==> src/rtl/regfile_sb.sv <==
// rtl/regfile_sb.sv - multi-ported register file with hardwired zero register and per-register busy scoreboard
// Optional REGFILE_BYPASS_EN forwards the writeback value and busy-clear to the read ports in the same cycle.
module regfile_sb #(
  parameter int DATA_W = 32,
  parameter int ADDR_W = 5
) (
  input  logic              clk,
  input  logic              reset,
  input  logic [ADDR_W-1:0] rd_addr1,
  input  logic [ADDR_W-1:0] rd_addr2,
  output logic [DATA_W-1:0] rd_data1,
  output logic [DATA_W-1:0] rd_data2,
  output logic              rd_busy1,
  output logic              rd_busy2,
  input  logic              wr_en,
  input  logic [ADDR_W-1:0] wr_addr,
  input  logic [DATA_W-1:0] wr_data,
  input  logic              iss_en,
  input  logic [ADDR_W-1:0] iss_addr,
  output logic [ADDR_W:0]   pend_cnt
);

  localparam int DEPTH = 2**ADDR_W;

  logic [DATA_W-1:0] r_regs [DEPTH];
  logic [DEPTH-1:0]  r_busy;
  logic [ADDR_W:0]   r_pend_cnt;

  logic [DEPTH-1:0]  w_busy_nxt;
  logic [ADDR_W:0]   w_pend_nxt;
  logic [DATA_W-1:0] w_rd_data1;
  logic [DATA_W-1:0] w_rd_data2;
  logic              w_rd_busy1;
  logic              w_rd_busy2;

  // Issue is applied after writeback so a new producer supersedes the one retiring.
  always_comb begin
    w_busy_nxt = r_busy;
    if (wr_en) begin
      w_busy_nxt[wr_addr] = 1'b0;
    end
    if (iss_en && (iss_addr != '0)) begin
      w_busy_nxt[iss_addr] = 1'b1;
    end
    w_busy_nxt[0] = 1'b0;
  end

  always_comb begin
    w_pend_nxt = '0;
    for (int i = 0; i < DEPTH; i++) begin
      w_pend_nxt = w_pend_nxt + (ADDR_W+1)'(w_busy_nxt[i]);
    end
  end

  always_ff @(posedge clk or posedge reset) begin
    if (reset) begin
      for (int i = 0; i < DEPTH; i++) begin
        r_regs[i] <= '0;
      end
      r_busy     <= '0;
      r_pend_cnt <= '0;
    end else begin
      if (wr_en && (wr_addr != '0)) begin
        r_regs[wr_addr] <= wr_data;
      end
      r_busy     <= w_busy_nxt;
      r_pend_cnt <= w_pend_nxt;
    end
  end

`ifdef REGFILE_BYPASS_EN
  logic w_wr_hit1;
  logic w_wr_hit2;
  logic w_iss_hit1;
  logic w_iss_hit2;

  assign w_wr_hit1  = wr_en && (wr_addr == rd_addr1) && (rd_addr1 != '0);
  assign w_wr_hit2  = wr_en && (wr_addr == rd_addr2) && (rd_addr2 != '0);
  assign w_iss_hit1 = iss_en && (iss_addr == rd_addr1);
  assign w_iss_hit2 = iss_en && (iss_addr == rd_addr2);

  assign w_rd_data1 = w_wr_hit1 ? wr_data : r_regs[rd_addr1];
  assign w_rd_data2 = w_wr_hit2 ? wr_data : r_regs[rd_addr2];
  assign w_rd_busy1 = r_busy[rd_addr1] && !(w_wr_hit1 && !w_iss_hit1);
  assign w_rd_busy2 = r_busy[rd_addr2] && !(w_wr_hit2 && !w_iss_hit2);
`else
  assign w_rd_data1 = r_regs[rd_addr1];
  assign w_rd_data2 = r_regs[rd_addr2];
  assign w_rd_busy1 = r_busy[rd_addr1];
  assign w_rd_busy2 = r_busy[rd_addr2];
`endif

  // Outputs are forced quiet while reset is held, which also masks any forwarded wr_data.
  assign rd_data1 = reset ? '0 : w_rd_data1;
  assign rd_data2 = reset ? '0 : w_rd_data2;
  assign rd_busy1 = reset ? 1'b0 : w_rd_busy1;
  assign rd_busy2 = reset ? 1'b0 : w_rd_busy2;
  assign pend_cnt = r_pend_cnt;

endmodule
==> config.mk <==
export PLATFORM = sky130hd
export DESIGN_NAME = regfile_sb
export DESIGN_NICKNAME = d
export VERILOG_FILES = /design/src/rtl/regfile_sb.sv
export SDC_FILE = /design/constraint.sdc
export NUM_CORES = 2
export LEC_CHECK = 0
export BUFFER_PORTS_ARGS = -buffer_cell sky130_fd_sc_hd__buf_4
export CAP_MARGIN = 20
export CORE_ASPECT_RATIO = 1.1
export CORE_MARGIN = 5
export CORE_UTILIZATION = 64
export CTS_CLUSTER_SIZE = 25
export DETAILED_ROUTE_END_ITERATION = 10
export PLACE_DENSITY_LB_ADDON = 0.1
export SLEW_MARGIN = 5
export SYNTH_ARGS = -nofsm -noshare
export SYNTH_HDL_FRONTEND = slang
export SYNTH_SLANG_ARGS = --single-unit
==> constraint.sdc <==
create_clock -name clk -period 57.1 [get_ports clk]
set_clock_uncertainty 0.15 [all_clocks]
set_input_delay 14.275 -clock clk [delete_from_list [all_inputs] [get_ports clk]]
set_output_delay 14.275 -clock clk [all_outputs]
set_load 0.02 [all_outputs]
==> results.md <==
Run status:
- The flow ran to the end, and the final reports show no timing, DRC or antenna violations.

Timing:
- After routing, the total negative slack on setup checks comes to 0 ps.
- The fraction of the cycle the final worst path needs is 0.5690.
- The timing-limited maximum frequency is 30.78 MHz.
- For the finished layout, the period the worst path requires is 32490 ps.
- The number of hold violations in the final report is 0.
- Once routing completed, OpenROAD measured the worst setup slack at 24610 ps.
- The worst pin sits at a relative slew slack of 0.2131.
- The number of max-slew violations in the final report is 0.
- Setup repair after global routing left no endpoint under its margin.
- Setup violations remaining at the end of the flow were counted as 0.
- The slew at the pin closest to its max-slew limit is 1176 ps.

Power and ir drop:
- The analysis attributes to net switching a power of 730.2 µW.
- Of the total power, combinational logic draws 0.278.
- The switching part of the total is 0.2993.
- The peak supply drop is 0.0001839 V.
- Cell internal power was estimated by the tool at 1710 µW.
- The sequential fraction of design power is 0.416.
- In this run the power density over the cells is 39.10 mW/mm².
- The leakage component of the power is roughly 0.028 µW.
- The clock power share is 0.306.

Logic synthesis:
- The top cell type's share of synthesized area is 0.4585.
- The average instance in the mapped netlist occupies 15.25 µm².
- In this run the cell area of the synthesized design comes to 0.05791 mm².
- Synthesis produced a netlist whose cell count is 3798.
- In the post-synthesis netlist, the biggest area contributors are sky130_fd_sc_hd__dfrtp_1, sky130_fd_sc_hd__mux4_2, sky130_fd_sc_hd__mux2_2, sky130_fd_sc_hd__mux2i_1, sky130_fd_sc_hd__mux2_4.
- The synthesized design contains 0 enable-type register cells.
- The most used flip-flop cell after synthesis is sky130_fd_sc_hd__dfrtp_1.
- For this run, the register share of the synthesized area comes to 0.4585.
- The share of flip-flops with an asynchronous set or reset after synthesis is 1.000.
- Counting distinct cell types in the post-synthesis netlist gives 57.
- The total of flip-flops plus latches after synthesis is 1061.
- The count of yosys warnings during synthesis is 0.
- The total nets after synthesis is roughly 4000.
- Of all cell types, the one taking the most synthesized area is sky130_fd_sc_hd__dfrtp_1.

Floorplanning:
- In this run the vertical extent of the chip is 325.5 µm.
- After floorplanning, the core was sized to cover 0.08964 mm².
- between 100 and 150 I/O pins were placed.
- The number of placement rows is ~120.
- In this run the horizontal extent of the chip is ~300 µm.
- The floorplan die area is about 0.097 mm².
- The effective utilization at floorplan is 0.6460.

Clock network:
- The cell sitting at the root of the clock tree is a sky130_fd_sc_hd__clkbuf_16.
- The TritonCTS clock tree is done.
- In this run the post-CTS setup repair buffer count came out at 0.
- Clock-pin slew was measured on the worst setup and hold paths at roughly 60 ps.
- No sink is reached through more buffers than the 3 on the longest clock path.
- Buffers inserted during clock tree synthesis total roughly 110.
- The hold-fix buffer count after cts is 0.
- The later pin in the worst-skew pair is clocked with a latency of slightly above 700 ps.
- The H-tree depth is 3.
- The total number of clock tree sinks is ~1100.
- In this run, post-CTS repair resized a total of 0 instances.

Global routing:
- Entering global routing, the biggest net connects around 200 pins.
- The number of global-route vias before repair is 39672.
- The remaining global-route overflow is 0.
- The global-route total usage across every layer is 0.3689.
- The initial antenna violation count was 5.
- The first global-routing pass estimated 265900 µm of wire.

Drt:
- The number of vias per cell is 7.559.
- Dividing the detail-routed wire length by the instance count gives roughly 36 µm.
- In this run the remaining antenna-violating nets after routing total 0.
- The detailed router finished its first iteration with 4054 violations.
- The remaining design rule violation count is 0.
- The total via count in the routed design is about 37000.
- The first detailed-routing pass took 5 iterations.
- For this block, the routed nets add up to between 150000 and 200000 µm of wire.

Layout:
- The layout net count is 3770.
- The total non-filler cell area in the finished layout is 0.06241 mm².
- From synthesis to final layout, the design area changed by 7.772%.
- The filler cell count is roughly 6000.
- Of the cells placed in the final design, the portion with a size suffix greater than 1 is 0.4910.

Run:
- The max capacitance violation total is 0.

Place:
- The routability congestion estimate from global placement is 0.8833.
- The detailed placement HPWL is roughly 97000 µm.
- Summing all placed instances gives a cell area of 0.05843 mm².
- The worst slack after detailed placement is 24690 ps.
- The number of buffers inserted by port buffering is 127.

Critical path:
- The sort of element at the start of the critical path is an input port.
- Of all nets on the critical path, the largest fanout is 72.
- STA classifies the critical path endpoint as an output pin.
- The type of the worst setup path is input port to output pin.
- Data arrives at the worst endpoint at 18070 ps.
- The data required time of the worst path is 42680 ps.

Worst hold path:
- The type of the worst min-delay path is register to register.
cells in the mapped netlist (3+ instances only):
| master | count |
|---|---|
| sky130_fd_sc_hd__dfrtp_1 | 1061 |
| sky130_fd_sc_hd__mux2_2 | 887 |
| sky130_fd_sc_hd__mux4_2 | 458 |
| sky130_fd_sc_hd__mux2i_1 | 258 |
| sky130_fd_sc_hd__clkbuf_1 | 190 |
| sky130_fd_sc_hd__buf_2 | 120 |
| sky130_fd_sc_hd__nand2_1 | 84 |
| sky130_fd_sc_hd__a22oi_1 | 77 |
| sky130_fd_sc_hd__buf_6 | 75 |
| sky130_fd_sc_hd__a31oi_1 | 66 |
| sky130_fd_sc_hd__a221o_1 | 64 |
| sky130_fd_sc_hd__mux2_4 | 58 |
| sky130_fd_sc_hd__mux2_1 | 49 |
| sky130_fd_sc_hd__o21ai_0 | 46 |
| sky130_fd_sc_hd__a221oi_1 | 40 |
| sky130_fd_sc_hd__inv_1 | 40 |
| sky130_fd_sc_hd__buf_4 | 37 |
| sky130_fd_sc_hd__o2111ai_1 | 24 |
| sky130_fd_sc_hd__fa_1 | 23 |
| sky130_fd_sc_hd__a22o_1 | 17 |
| sky130_fd_sc_hd__nor2_1 | 16 |
| sky130_fd_sc_hd__buf_12 | 13 |
| sky130_fd_sc_hd__nor2b_1 | 8 |
| sky130_fd_sc_hd__o21ai_1 | 8 |
| sky130_fd_sc_hd__ha_1 | 7 |
| sky130_fd_sc_hd__nor2_2 | 6 |
| sky130_fd_sc_hd__nand2_2 | 5 |
| sky130_fd_sc_hd__nand3b_1 | 5 |
| sky130_fd_sc_hd__nor3b_1 | 5 |
| sky130_fd_sc_hd__mux4_1 | 4 |
| sky130_fd_sc_hd__nand3_1 | 4 |
| sky130_fd_sc_hd__nor3b_2 | 4 |
| sky130_fd_sc_hd__o211ai_1 | 4 |
| sky130_fd_sc_hd__and3_1 | 3 |
| sky130_fd_sc_hd__and3b_1 | 3 |
| sky130_fd_sc_hd__buf_1 | 3 |
| sky130_fd_sc_hd__or2_2 | 3 |
layout by cell type, fill, tap and decap left out, drive strengths merged, types with 2 or more instances in the layout:
master    Yosys  routed
clkinv        1      20
o21ai        54      54
o2111ai      24      24
nand2        89      89
a221oi       40      40
or2           5       5
bufinv        0       8
a31oi        66      66
dfrtp      1061    1061
ha            7       7
clkinvlp      0       3
nor3          2       2
a221o        64      64
mux2i       258     258
nor2b         8       8
buf         249     213
o211ai        4       4
clkbuf      191     165
nand3         4       4
nor3b         9       9
fa           23      23
nand3b        5       5
mux4        462     462
and2          3       3
mux2        994     994
nor2         23      23
a22o         17      17
and3b         4       4
inv          40      44
and3          4       4
a22oi        78      78
final timing paths:
path	start	to	slack (ps)	cells past startpoint
hold / removal	r_regs[1021]	r_regs[1021]	250	0
hold reg to reg	r_regs[1021]	r_regs[1021]	250	0
setup reg to reg	r_busy[24]	pend_cnt[4]	51670	18
min in group asynchronous	reset	r_regs[785]	14140	3
setup / recovery	rd_addr2[2]	rd_data2[23]	24610	8
max in group asynchronous	reset	r_regs[870]	39510	9
sequential cells by signal (all words and copies together) (netlist names):
register  flops
r_regs     1024
pend_cnt      6
r_busy       31
per-stage QoR:
stage / hold slack (ps) / util / total power (µW) / cells
floorplan: 291.3 / - / 1521 / 3798
global placement: 226.6 / 0.6519 / 1648 / 4733
detailed placement: 233.3 / 0.6519 / 1698 / 4733
CTS: 246.3 / 0.6937 / 2443 / 4932
global route: 257.3 / 0.6962 / 2561 / 4941
finish: 245.8 / 0.6962 / 2440 / 4941
metal layers:
metal / GRT usage / wire length (µm) / share of wire / vias up
li1: - / - / - / 14465
met1: 0.5045 / 67590 / 0.38 / 20013
met2: 0.5680 / 82740 / 0.46 / 2325
met3: 0.1011 / 18890 / 0.11 / 537
met4: 0.1558 / 8835 / 0.050 / 8
met5: 0 / 45 / 0.00025 / -
power groups by stage:
stage | Sequential, µW | Clock [µW] | Combinational (µW)
2_1_floorplan | 988 | 0 | 533
3_3_place_gp | 1000 | 0 | 646
3_5_place_dp | 1020 | 0 | 676
4_1_cts | 1010 | 751 | 683
5_1_grt | 1030 | 783 | 748
6_report | 1020 | 746 | 678
layout make-up:
class | instances | area [µm²] | share of cell area
Sequential cell | 1061 | 26550 | 0.4254
Clock inverter | 34 | 392.9 | 0.006295
Timing Repair Buffer | 213 | 1834 | 0.02939
Tap cell | 1170 | 1464 | 0.02346
Antenna cell | 1 | 2.502 | 0.00004010
Inverter | 41 | 166.4 | 0.002667
Clock buffer | 165 | 3356 | 0.05377
Multi-Input combinational cell | 2256 | 28640 | 0.4589
worst max-delay path, stage by stage:
cell and delay [ps]:
sky130_fd_sc_hd__buf_8 570, sky130_fd_sc_hd__buf_4 920, sky130_fd_sc_hd__buf_4 760, sky130_fd_sc_hd__mux4_2 350, sky130_fd_sc_hd__mux2i_1 70, sky130_fd_sc_hd__a221o_1 330
sky130_fd_sc_hd__a31oi_1 430, sky130_fd_sc_hd__buf_4 250
cell families (layout without fill, tap and decap cells):
family / after synthesis / count (layout) / synth area share
buffers and inverters: 481 / 453 / 0.04991
AOI/OAI and AO/OA: 352 / 352 / 0.04659
adders and majority gates: 30 / 30 / 0.009464
xor gates and xnor gates: 2 / 2 / 0.0003026
other: 0 / 1 / 0
and+or+nand+nor: 158 / 158 / 0.01361
muxes: 1714 / 1714 / 0.4216
DFF: 1061 / 1061 / 0.4585
(Power assumes the default switching activity.)
